<file path="src/rtl/output_drain_pkg.sv">
// Shared types for the output drain FIFO: beat layout,
// occupancy states and the occupancy-width helper.
package output_drain_pkg;

    localparam int ODF_DATA_W  = 32;
    localparam int ODF_COORD_W = 32;

    typedef struct packed {
        logic [ODF_DATA_W-1:0]  data;
        logic [ODF_COORD_W-1:0] x;
        logic [ODF_COORD_W-1:0] y;
        logic [ODF_COORD_W-1:0] ch;
    } output_beat_t;

    typedef enum logic [1:0] {
        EMPTY,
        PARTIAL,
        FULL
    } occ_state_t;

    // Counter must hold 0..depth inclusive.
    function automatic int occ_width(input int depth);
        return $clog2(depth) + 1;
    endfunction

    localparam int OCC_WIDTH = occ_width(8);

endpackage

</file>
<file path="src/rtl/output_fifo_mem.sv">
// Storage array for the drain FIFO: one write port, async read.
// Ports: clk, we_i/waddr_i/wdata_i (write), raddr_i -> rdata_o.
module output_fifo_mem #(
    parameter int DEPTH = 8,
    parameter int WIDTH = 128
) (
    input  logic                     clk,
    input  logic                     we_i,
    input  logic [$clog2(DEPTH)-1:0] waddr_i,
    input  logic [WIDTH-1:0]         wdata_i,
    input  logic [$clog2(DEPTH)-1:0] raddr_i,
    output logic [WIDTH-1:0]         rdata_o
);

    logic [WIDTH-1:0] mem_q [DEPTH];

    // Storage is deliberately not reset; validity lives in the top.
    always_ff @(posedge clk) begin
        if (we_i) begin
            mem_q[waddr_i] <= wdata_i;
        end
    end

    assign rdata_o = mem_q[raddr_i];

endmodule

</file>
<file path="src/rtl/output_drain_fifo.sv">
// Output drain FIFO: captures controller beats, drains them to the
// host over valid/ready, raises early stall and sticky overflow.
// Ports: clk, arst_n_in, start, in_* (beat), out_* (host side),
// stall, overflow, occupancy, beat_count.
// Build option: OUTPUT_DRAIN_STATS_EN enables the beat counter.
module output_drain_fifo
    import output_drain_pkg::*;
#(
    parameter int DATA_WIDTH         = 32,
    parameter int COORD_WIDTH        = 32,
    parameter int FIFO_DEPTH         = 8,
    parameter int ALMOST_FULL_MARGIN = 2
) (
    input  logic                          clk,
    input  logic                          arst_n_in,
    input  logic                          start,
    input  logic                          in_valid,
    input  logic [DATA_WIDTH-1:0]         in_data,
    input  logic [COORD_WIDTH-1:0]        in_x,
    input  logic [COORD_WIDTH-1:0]        in_y,
    input  logic [COORD_WIDTH-1:0]        in_ch,
    output logic                          out_valid,
    input  logic                          out_ready,
    output logic [DATA_WIDTH-1:0]         out_data,
    output logic [COORD_WIDTH-1:0]        out_x,
    output logic [COORD_WIDTH-1:0]        out_y,
    output logic [COORD_WIDTH-1:0]        out_ch,
    output logic                          stall,
    output logic                          overflow,
    output logic [$clog2(FIFO_DEPTH):0]   occupancy,
    output logic [31:0]                   beat_count
);

    localparam int AW = $clog2(FIFO_DEPTH);
    localparam int OW = occ_width(FIFO_DEPTH);
    localparam logic [OW-1:0] DEPTH_C  = OW'(FIFO_DEPTH);
    localparam logic [OW-1:0] STALL_AT =
        OW'(FIFO_DEPTH - ALMOST_FULL_MARGIN);

    occ_state_t    state_q, state_d;
    logic [AW-1:0] wr_ptr_q, wr_ptr_d;
    logic [AW-1:0] rd_ptr_q, rd_ptr_d;
    logic [OW-1:0] occ_q, occ_d;
    logic          stall_q, stall_d;
    logic          ovf_q, ovf_d;
    logic          full, push, pop, drop;
    output_beat_t  wr_beat, rd_beat, head;

    assign pop  = out_valid & out_ready;
    assign push = in_valid & (~full | pop);
    assign drop = in_valid & full & ~pop;

    assign wr_beat = '{data: in_data, x: in_x, y: in_y, ch: in_ch};

    output_fifo_mem #(
        .DEPTH(FIFO_DEPTH),
        .WIDTH($bits(output_beat_t))
    ) u_mem (
        .clk    (clk),
        .we_i   (push),
        .waddr_i(wr_ptr_q),
        .wdata_i(wr_beat),
        .raddr_i(rd_ptr_q),
        .rdata_o(rd_beat)
    );

    always_ff @(posedge clk or negedge arst_n_in) begin
        if (!arst_n_in) begin
            state_q  <= EMPTY;
            wr_ptr_q <= '0;
            rd_ptr_q <= '0;
            occ_q    <= '0;
            stall_q  <= 1'b0;
            ovf_q    <= 1'b0;
        end else begin
            state_q  <= state_d;
            wr_ptr_q <= wr_ptr_d;
            rd_ptr_q <= rd_ptr_d;
            occ_q    <= occ_d;
            stall_q  <= stall_d;
            ovf_q    <= ovf_d;
        end
    end

    always_comb begin
        occ_d = occ_q;
        case ({push, pop})
            2'b10:   occ_d = occ_q + OW'(1);
            2'b01:   occ_d = occ_q - OW'(1);
            default: occ_d = occ_q;
        endcase

        if (occ_d == '0) begin
            state_d = EMPTY;
        end else if (occ_d == DEPTH_C) begin
            state_d = FULL;
        end else begin
            state_d = PARTIAL;
        end

        wr_ptr_d = push ? wr_ptr_q + AW'(1) : wr_ptr_q;
        rd_ptr_d = pop  ? rd_ptr_q + AW'(1) : rd_ptr_q;

        // Registered from next occupancy so stall never glitches.
        stall_d = (occ_d >= STALL_AT);

        // A drop in the same cycle as start must still be recorded.
        if (drop) begin
            ovf_d = 1'b1;
        end else if (start) begin
            ovf_d = 1'b0;
        end else begin
            ovf_d = ovf_q;
        end
    end

    always_comb begin
        out_valid = 1'b0;
        full      = 1'b0;
        case (state_q)
            EMPTY:   out_valid = 1'b0;
            PARTIAL: out_valid = 1'b1;
            FULL: begin
                out_valid = 1'b1;
                full      = 1'b1;
            end
            default: out_valid = 1'b0;
        endcase
    end

    // Mask stale storage so the host sees zeros when nothing is valid.
    assign head      = out_valid ? rd_beat : '0;
    assign out_data  = head.data;
    assign out_x     = head.x;
    assign out_y     = head.y;
    assign out_ch    = head.ch;
    assign stall     = stall_q;
    assign overflow  = ovf_q;
    assign occupancy = occ_q;

`ifdef OUTPUT_DRAIN_STATS_EN
    logic [31:0] bc_q, bc_d;

    always_comb begin
        bc_d = start ? {31'b0, push} : bc_q + {31'b0, push};
    end

    always_ff @(posedge clk or negedge arst_n_in) begin
        if (!arst_n_in) begin
            bc_q <= '0;
        end else begin
            bc_q <= bc_d;
        end
    end

    assign beat_count = bc_q;
`else
    assign beat_count = '0;
`endif

endmodule

</file>
<file path="config.mk">
export PLATFORM = sky130hd
export DESIGN_NAME = output_drain_fifo
export DESIGN_NICKNAME = d
export VERILOG_FILES = /design/src/rtl/output_drain_pkg.sv /design/src/rtl/output_fifo_mem.sv /design/src/rtl/output_drain_fifo.sv
export SDC_FILE = /design/constraint.sdc
export NUM_CORES = 1
export LEC_CHECK = 0
export ABC_AREA = 1
export CORE_UTILIZATION = 45
export DETAILED_ROUTE_END_ITERATION = 8
export DONT_BUFFER_PORTS = 1
export PLACE_DENSITY = 0.72
export SLEW_MARGIN = 20
export SYNTH_ARGS = -nofsm -noshare
export SYNTH_HDL_FRONTEND = slang
export SYNTH_SLANG_ARGS = --single-unit
</file>
<file path="constraint.sdc">
create_clock -name clk -period 7.9 [get_ports clk]
set_clock_uncertainty 0.1 [all_clocks]
set_input_delay 1.58 -clock clk [delete_from_list [all_inputs] [get_ports clk]]
set_output_delay 1.58 -clock clk [all_outputs]
set_load 0.05 [all_outputs]
</file>
Word level (Yosys, flattened, before mapping)
Memory sizes are Yosys's and may differ from the RTL's.
Index checks and enable logic that the tools add are counted.
Operators by class
  order comparisons: 1
  multiplexer cells: 10
  $add $sub $neg: 4
  eq/ne operators: 5
  bitwise logic cells: 7
  reduce and logical (&&, ||, !) cells: 3
Operators with widths (number)
  128-bit 2-to-1 mux: 1
  4-bit case mux with 2 select lines: 1
  3-bit by 1-bit adder with 3-bit output (second input constant): 2
  1-bit 2-to-1 mux: 6
  4-bit by 1-bit adder with 4-bit output (second input constant): 1
  1-bit bitwise AND: 4
  2-bit by 1-bit == test with 1-bit output (second input constant): 2
  2-bit == test (second input constant): 2
  4-bit == test (second input constant): 1
  4-bit by 3-bit greater-or-equal comparator with 1-bit output (second input constant): 1
  4-bit logical NOT: 1
  2-bit 2-to-1 mux: 2
  4-bit by 1-bit subtractor with 4-bit output (second input constant): 1
  1-bit NOT: 2
  2-bit nonzero test: 1
  2-bit OR reduction: 1
  1-bit OR: 1
Storage, ports and cells
  input port bits: 133
  memories kept: 1
  output and inout port bits: 167
  memory bits (writable): 1024
  logic and storage cells: 37
  bits in registers: 14
Memory list
  u_mem.mem_q: depth 8, bits a word 128, read ports 1, clocked after Yosys merged registers in 0, write ports 1, line output_fifo_mem.sv:15  | logic [WIDTH-1:0] mem_q [DEPTH];

Logic depth before layout (Yosys ltp)
Gate-level depths: netlist of run 1.
  word-level depth: 11
  gate-level depth with buffers: 18
  gate-level depth less buffers: 18

Hierarchy
From an unflattened synthesis of run 1, not the netlist that was laid out.
Second synthesis, totals
  cells, all modules: 4826
  area, all modules: 46523.4 um^2
By module, submodules not included
  output_fifo_mem: cells an instance 4442, instances 1, area each 44515.2 um^2, seq. area each 30749.5 um^2
  output_drain_fifo: cells an instance 384, instances 1, area each 2008.2 um^2, seq. area each 350.3 um^2

Worst setup path after synthesis of run 1
Ideal clock, no wire load.
  path type: input-to-reg
  from: in out_ready
  to: mem u_mem.mem_q[0][0], enable pin
  data arrival time: 7.564 ns
  setup slack: -0.381 ns
  required time: 7.183 ns
  buffers on the path: 0
  stages: 5
  setup time: 0.617 ns
  cells stage by stage: nand2_1 nand2_1 nand2_1 or2_2 nor2_1
On the way
  word-level cells in the longest chain between the ends: 5
Ends and longest elaborated chain
  start: declaration: line output_drain_fifo.sv:23  | input logic out_ready,
  1-bit bitwise AND: line output_drain_fifo.sv:49  | assign pop = out_valid & out_ready;
  1-bit OR: line output_drain_fifo.sv:50  | assign push = in_valid & (~full | pop);
  1-bit bitwise AND: line output_drain_fifo.sv:50
  1-bit 2-to-1 mux: line output_fifo_mem.sv:19  | if (we_i) begin
  1-bit 2-to-1 mux (not written as such): line output_fifo_mem.sv:20  | mem_q[waddr_i] <= wdata_i;
  end: declaration: line output_fifo_mem.sv:15
No other way between the ends.

Worst setup path in the final report of run 1
  from: reg rd_ptr_q[0]
  to: out out_x[7]
On the way
  word-level cells in the longest chain between the ends: 2
Ends and longest elaborated chain
  start: declaration: line output_drain_fifo.sv:42  | logic [AW-1:0] rd_ptr_q, rd_ptr_d;
  start signal: assignment: line output_drain_fifo.sv:78  | rd_ptr_q <= rd_ptr_d;
  memory 8 x 128 bit
  128-bit 2-to-1 mux: line output_drain_fifo.sv:132  | assign head = out_valid ? rd_beat : '0;
  end: declaration: line output_drain_fifo.sv:25  | output logic [COORD_WIDTH-1:0] out_x,
No other way between the ends.

==> results by group, run 1 <==
Run status
  • Outcome: finished clean

Route
  • Vias after detailed routing: 24400
  • Router iterations before antenna repair: 5
  • Routed Antenna Nets: 0
  • Routed WL: 91.9 mm
  • DR WL/cell: 21.1 um
  • Vias per cell: 5.59
  • 1st-iter DRT viols: 2083
  • Drt drc: 0

Critical path
  • FF-to-FF End: u_mem.mem_q[0][77]$_DFFE_PP_
  • Crit. End Element: output pin
  • Setup crit end: out_x[7]
  • R2R cell count: 10
  • Reg2Reg Setup Slack: 3.39 ns
  • Worst-path fanout max: 219
  • Worst setup SP type: register
  • Crit Path Category: register to output pin
  • Critical R2R Launch: state_q[0]$_DFF_PN0_
  • Required time of the critical path: 6.22 ns
  • Arr. time, crit path: ~4.4 ns
  • Critical Path Start: rd_ptr_q[0]$_DFFE_PN0P_

Timing
  • Worst Tran Pin Value: 1.44 ns
  • Final worst path period share: 0.763
  • Max-slew violations: 0
  • Maximum clock rate: 166 MHz
  • Final Hold Fails: 0
  • Final min period: 6.03 ns
  • Final setup viols: 0
  • Slew HR: 0.0430
  • RSZ-0062 raised after global routing: no

Global routing
  • Largest net degree at the start of global routing: 220
  • Gr ovfl total: 0
  • First-pass GRT wire length: 140 mm
  • Antenna violations before repair: 1
  • Vias in the first global route: 23800
  • Total track usage: 0.197

Clock tree
  • CTS Buf Count: 105
  • CTS H-tree lvls: 3
  • Post_cts resized: 0
  • Root buffer cell: clkbuf_16
  • Clock Sinks: 1038
  • # hold bufs at CTS: 0
  • CTS Buffer Depth: 3
  • Worst skew pair latency: between 0.6 and 0.7 ns
  • TritonCTS clock tree: done
  • Clk slew on worst S/H paths: 0.06 ns
  • Post-CTS Setup Bufs: 0

Logic synthesis
  • Cells after Synth: 3162
  • Synth area leader: edfxtp_1
  • Share of the yosys chip area belonging to registers: 0.760
  • Post-synth top area share: 0.751
  • Synthesized area: 40900 um^2
  • Synth Warn #: 0
  • Mapped Avg Cell Area: 12.9 um^2
  • Main area contributors after synthesis: edfxtp_1 (75%), nor2_1 (9.5%), o21ai_0 (6.9%)
  • Number of distinct library cells after synthesis: 22
  • Synth Register Bits: 1038

Final layout
  • Core Util, Final: 0.502
  • Area of the multi-input gates: roughly 8700 um^2
  • Commonest non-fill, non-tap cell in the layout: nor2_1
  • Seq. cell area: 31100 um^2
  • Ant. Diodes: 0
  • Nets: 3235
  • Share of post-route cells with drive strength above 1: 0.0660
  • Synth-to-layout area growth: 10.4%
  • Most frequent cells in the layout: nor2_1 (1029), edfxtp_1 (1024), o21ai_0 (568)
  • Fill count: 7417

Placed design
  • Gpl congestion: about 0.77
  • HPWL Detailed: ~45 mm
  • Number of port buffers: 0

Min path
  • Hold Crit Class: register to register

Floorplanning
  • Die area: 92200 um^2
  • Core area: 90000 um^2
  • Boundary Pins: 300
  • Site Rows: 110
  • Die width: approximately 300 um
  • Die Ht: between 300 and 400 um
  • Initial core utilization: 0.455

Flow run
  • Max cap viols: 0
cells by family after synthesis:
logic type,share of synthesized area
AO/OA/AOI/OAI,0.106
XOR/XNOR,0.00107
adder cells (fa/ha/maj),0.00183
buffers and inverters,0.0319
flip-flops,0.760
other,0.0000916
AND/OR/NAND/NOR,0.0991
area by class of cell:
type                            count  share of cell area
Clock buffer                      133              0.0615
Clock inverter                     61              0.0144
Inverter                           18             0.00177
Multi-Input combinational cell   1893               0.193
Sequential cell                  1038               0.688
Tap cell                         1176              0.0325
Timing Repair Buffer               40             0.00886
sequential cells by signal, indices dropped and copies added, names as in the netlist:
signal and count:
wr_ptr_q 3, rd_ptr_q 3, stall 1, occupancy 4, overflow 1, state_q 2
u_mem.mem_q 1024
Yosys cell counts:
master / count
edfxtp_1: 1024
buf_4: 35
or2_2: 3
dfrtp_1: 14
nand2_1: 28
o211ai_1: 1
o21ai_0: 568
a21oi_1: 2
o21ai_1: 75
o32ai_1: 128
xor2_1: 4
buf_6: 15
buf_1: 15
inv_2: 1
xnor2_1: 1
clkbuf_1: 115
nor2_1: 1037
nand3_1: 8
inv_1: 17
ha_1: 6
buf_2: 64
conb_1: 1
metal layers:
metal	GRT usage	up-vias	part of all wire
li1	-	11300	-
met1	0.247	12000	0.40
met2	0.331	892	0.49
met3	0.0447	183	0.078
met4	0.0810	0	0.032
met5	0	-	0
worst max-delay path, cell delays in order, from the launching register on:
cell     delay, ns
dfrtp_4       0.46
buf_12        0.65
buf_4         0.86
nor2_1        0.12
nor2_1        0.11
o21ai_0       0.12
o21ai_1       0.10
o21ai_0       0.10
nor2_1        0.85
worst min-delay path by stage:
| stage | cells after the start | endpoint | slack [ns] | start |
|---|---|---|---|---|
| floorplan | 2 | wr_ptr_q[0]$_DFFE_PN0P_ | 0.39 | wr_ptr_q[0]$_DFFE_PN0P_ |
| global placement | 2 | wr_ptr_q[0]$_DFFE_PN0P_ | 0.41 | wr_ptr_q[0]$_DFFE_PN0P_ |
| detailed placement | 2 | wr_ptr_q[0]$_DFFE_PN0P_ | 0.42 | wr_ptr_q[0]$_DFFE_PN0P_ |
| CTS | 0 | rd_ptr_q[0]$_DFFE_PN0P_ | 0.43 | arst_n_in |
| global route | 0 | occupancy[3]$_DFF_PN0_ | 0.45 | arst_n_in |
| finish | 2 | wr_ptr_q[0]$_DFFE_PN0P_ | 0.44 | wr_ptr_q[0]$_DFFE_PN0P_ |
stage by stage:
stage / hold slack (ns) / cell area (um^2) / setup TNS (ns) / setup slack, ns / instances
after floorplan: 0.393 / 41100 / -194.89 / -0.381 / 3193
after global placement: 0.415 / 41800 / 0 / 2.62 / 4165
after detailed placement: 0.421 / 41800 / 0 / 2.60 / 4165
after CTS: 0.429 / 45200 / 0 / 1.84 / 4359
after global routing: 0.446 / 45200 / 0 / 1.61 / 4359
final: 0.436 / 45200 / 0 / 1.87 / 4359
Power of run 1 is left out: the tool's default activity adds up to more than one toggle a clock period on the data nets, which glitch-free logic cannot reach.
==> run 2: changes to the inputs <==
Clock period 7.9 ns to 5.45 ns, I/O delays scaled along.
==> results by group, run 2 (synthesis gave the netlist of run 1 again) <==
Clock tree
  • Worst skew pair latency: 0.68 ns
  • Post-CTS Setup Bufs: 0
  • # hold bufs at CTS: 1
  • Post_cts resized: 0
  • Root buffer cell: clkbuf_16
  • CTS Buf Count: 105
  • Clock Sinks: around 1000
  • Clk slew on worst S/H paths: 0.06 ns
  • TritonCTS clock tree: done
  • CTS H-tree lvls: 3
  • CTS Buffer Depth: 3

Global routing
  • Largest net degree at the start of global routing: 209
  • Vias in the first global route: 23800
  • First-pass GRT wire length: roughly 140 mm
  • Gr ovfl total: 0
  • Total track usage: 0.196
  • Antenna violations before repair: 2

Route
  • 1st-iter DRT viols: between 2000 and 2500
  • Vias per cell: around 5.5
  • Router iterations before antenna repair: 7
  • Drt drc: 0
  • Routed Antenna Nets: 0
  • Routed WL: slightly above 90 mm
  • Vias after detailed routing: 24700
  • DR WL/cell: 20.6 um

Timing
  • Slew HR: 0.271
  • Final hold slack: 0.398 ns
  • Worst setup margin: 0.701 ns
  • Final setup viols: 0
  • Worst Tran Pin Value: roughly 1.1 ns
  • Max-slew violations: 0
  • Maximum clock rate: 211 MHz
  • Final Hold Fails: 0
  • Final worst path period share: 0.871
  • RSZ-0062 raised after global routing: no
  • Final min period: 4.75 ns

Critical path
  • Critical Path Start: rd_ptr_q[0]$_DFFE_PN0P_
  • Critical R2R Launch: state_q[0]$_DFF_PN0_
  • Crit Path Category: register to output pin
  • Arr. time, crit path: 3.56 ns
  • CP max-delay cell: nor2_1
  • Most common cell on crit path: nor2_1
  • Reg2Reg Setup Slack: roughly 2.1 ns
  • Crit-path cells: buf_12 -> nor2_1 -> nor2_1 -> o21ai_0 -> o21ai_1 -> o21ai_0 -> nor2_1
  • CP peak stage delay: 0.74 ns
  • Required time of the critical path: between 4 and 5 ns
  • Crit. End Element: output pin
  • Worst setup SP type: register
  • Worst-path fanout max: 208

Floorplanning
  • Initial core utilization: 0.455
  • Die Ht: 304 um
  • Die area: 92200 um^2
  • Site Rows: 110
  • Core area: 90000 um^2
  • Boundary Pins: 300
  • Die width: 304 um

Placed design
  • HPWL Detailed: 46.7 mm
  • Gpl congestion: 0.769
  • Setup Slack @ Placement: 1.37 ns
  • Number of port buffers: 0

Final layout
  • Most frequent cells in the layout: nor2_1 (1029), edfxtp_1 (1024), o21ai_0 (568)
  • Synth-to-layout area growth: 12.7%
  • Commonest non-fill, non-tap cell in the layout: nor2_1
  • Fill count: around 7400
  • Nets: 3346
  • Flip-flop count of the largest register after layout: 1024
  • Share of post-route cells with drive strength above 1: 0.0959
  • Most flops, register: u_mem.mem_q
  • Ant. Diodes: 0

Run status
  • Outcome: finished clean

Min path
  • Hold Crit Class: primary input to register
  • Hold_sp: in_data[12]

Flow run
  • Max cap viols: 0
[run 2: cell types whose count changed in the layout (fill, tap and decap cells not counted), sizes merged]
cell / before / now
buf: 40 / 150
bufinv: 10 / 7
clkbuf: 133 / 129
clkinv: 42 / 50
clkinvlp: 5 / 3
dlygate4sd3: 0 / 1
inv: 22 / 24
[run 2: final cells by class]
cell class / instances / area [um^2] / area share
flip-flops and latches: 1038 / 31100 / 0.674
multi-input cells: 1893 / 8710 / 0.189
clock buffers: 129 / 2770 / 0.0600
well taps: 1176 / 1470 / 0.0319
repair buffers: 151 / 1460 / 0.0316
clock inverters: 66 / 544 / 0.0118
inverters: 18 / 80.1 / 0.00174
[run 2: per-stage QoR]
| stage | util | instances | setup TNS [ns] | area (um^2) |
|---|---|---|---|---|
| global placement | 0.475 | 4274 | 0 | 42800 |
| global route | 0.513 | 4471 | 0 | 46100 |
| CTS | 0.512 | 4470 | 0 | 46100 |
| finish | 0.513 | 4471 | 0 | 46100 |
| floorplan | - | 3193 | -1034.87 | 41100 |
| detailed placement | 0.475 | 4274 | 0 | 42800 |
[run 2: final timing paths]
check	endpoint	depth (start not counted)
max in group asynchronous	rd_ptr_q[1]$_DFFE_PN0P_	1
worst min-delay path	u_mem.mem_q[2][108]$_DFFE_PP_	0
worst max-delay path	out_y[28]	7
worst min register to register	wr_ptr_q[0]$_DFFE_PN0P_	2
min in group asynchronous	rd_ptr_q[2]$_DFFE_PN0P_	1
worst max register to register	u_mem.mem_q[2][76]$_DFFE_PP_	9
[run 2: metal layers]
layer | part of all wire | global-route usage
met5 | 0 | 0
met4 | 0.021 | 0.0648
met3 | 0.072 | 0.0413
met2 | 0.51 | 0.341
met1 | 0.40 | 0.245
[run 2: critical path: cells and delay by family (launching register included)]
family,cells,cell delay [ns]
compound gates,3,0.31
buf+inv,1,0.59
flops,1,0.67
simple gates,3,0.99
Power of run 2 is left out for the same reason.
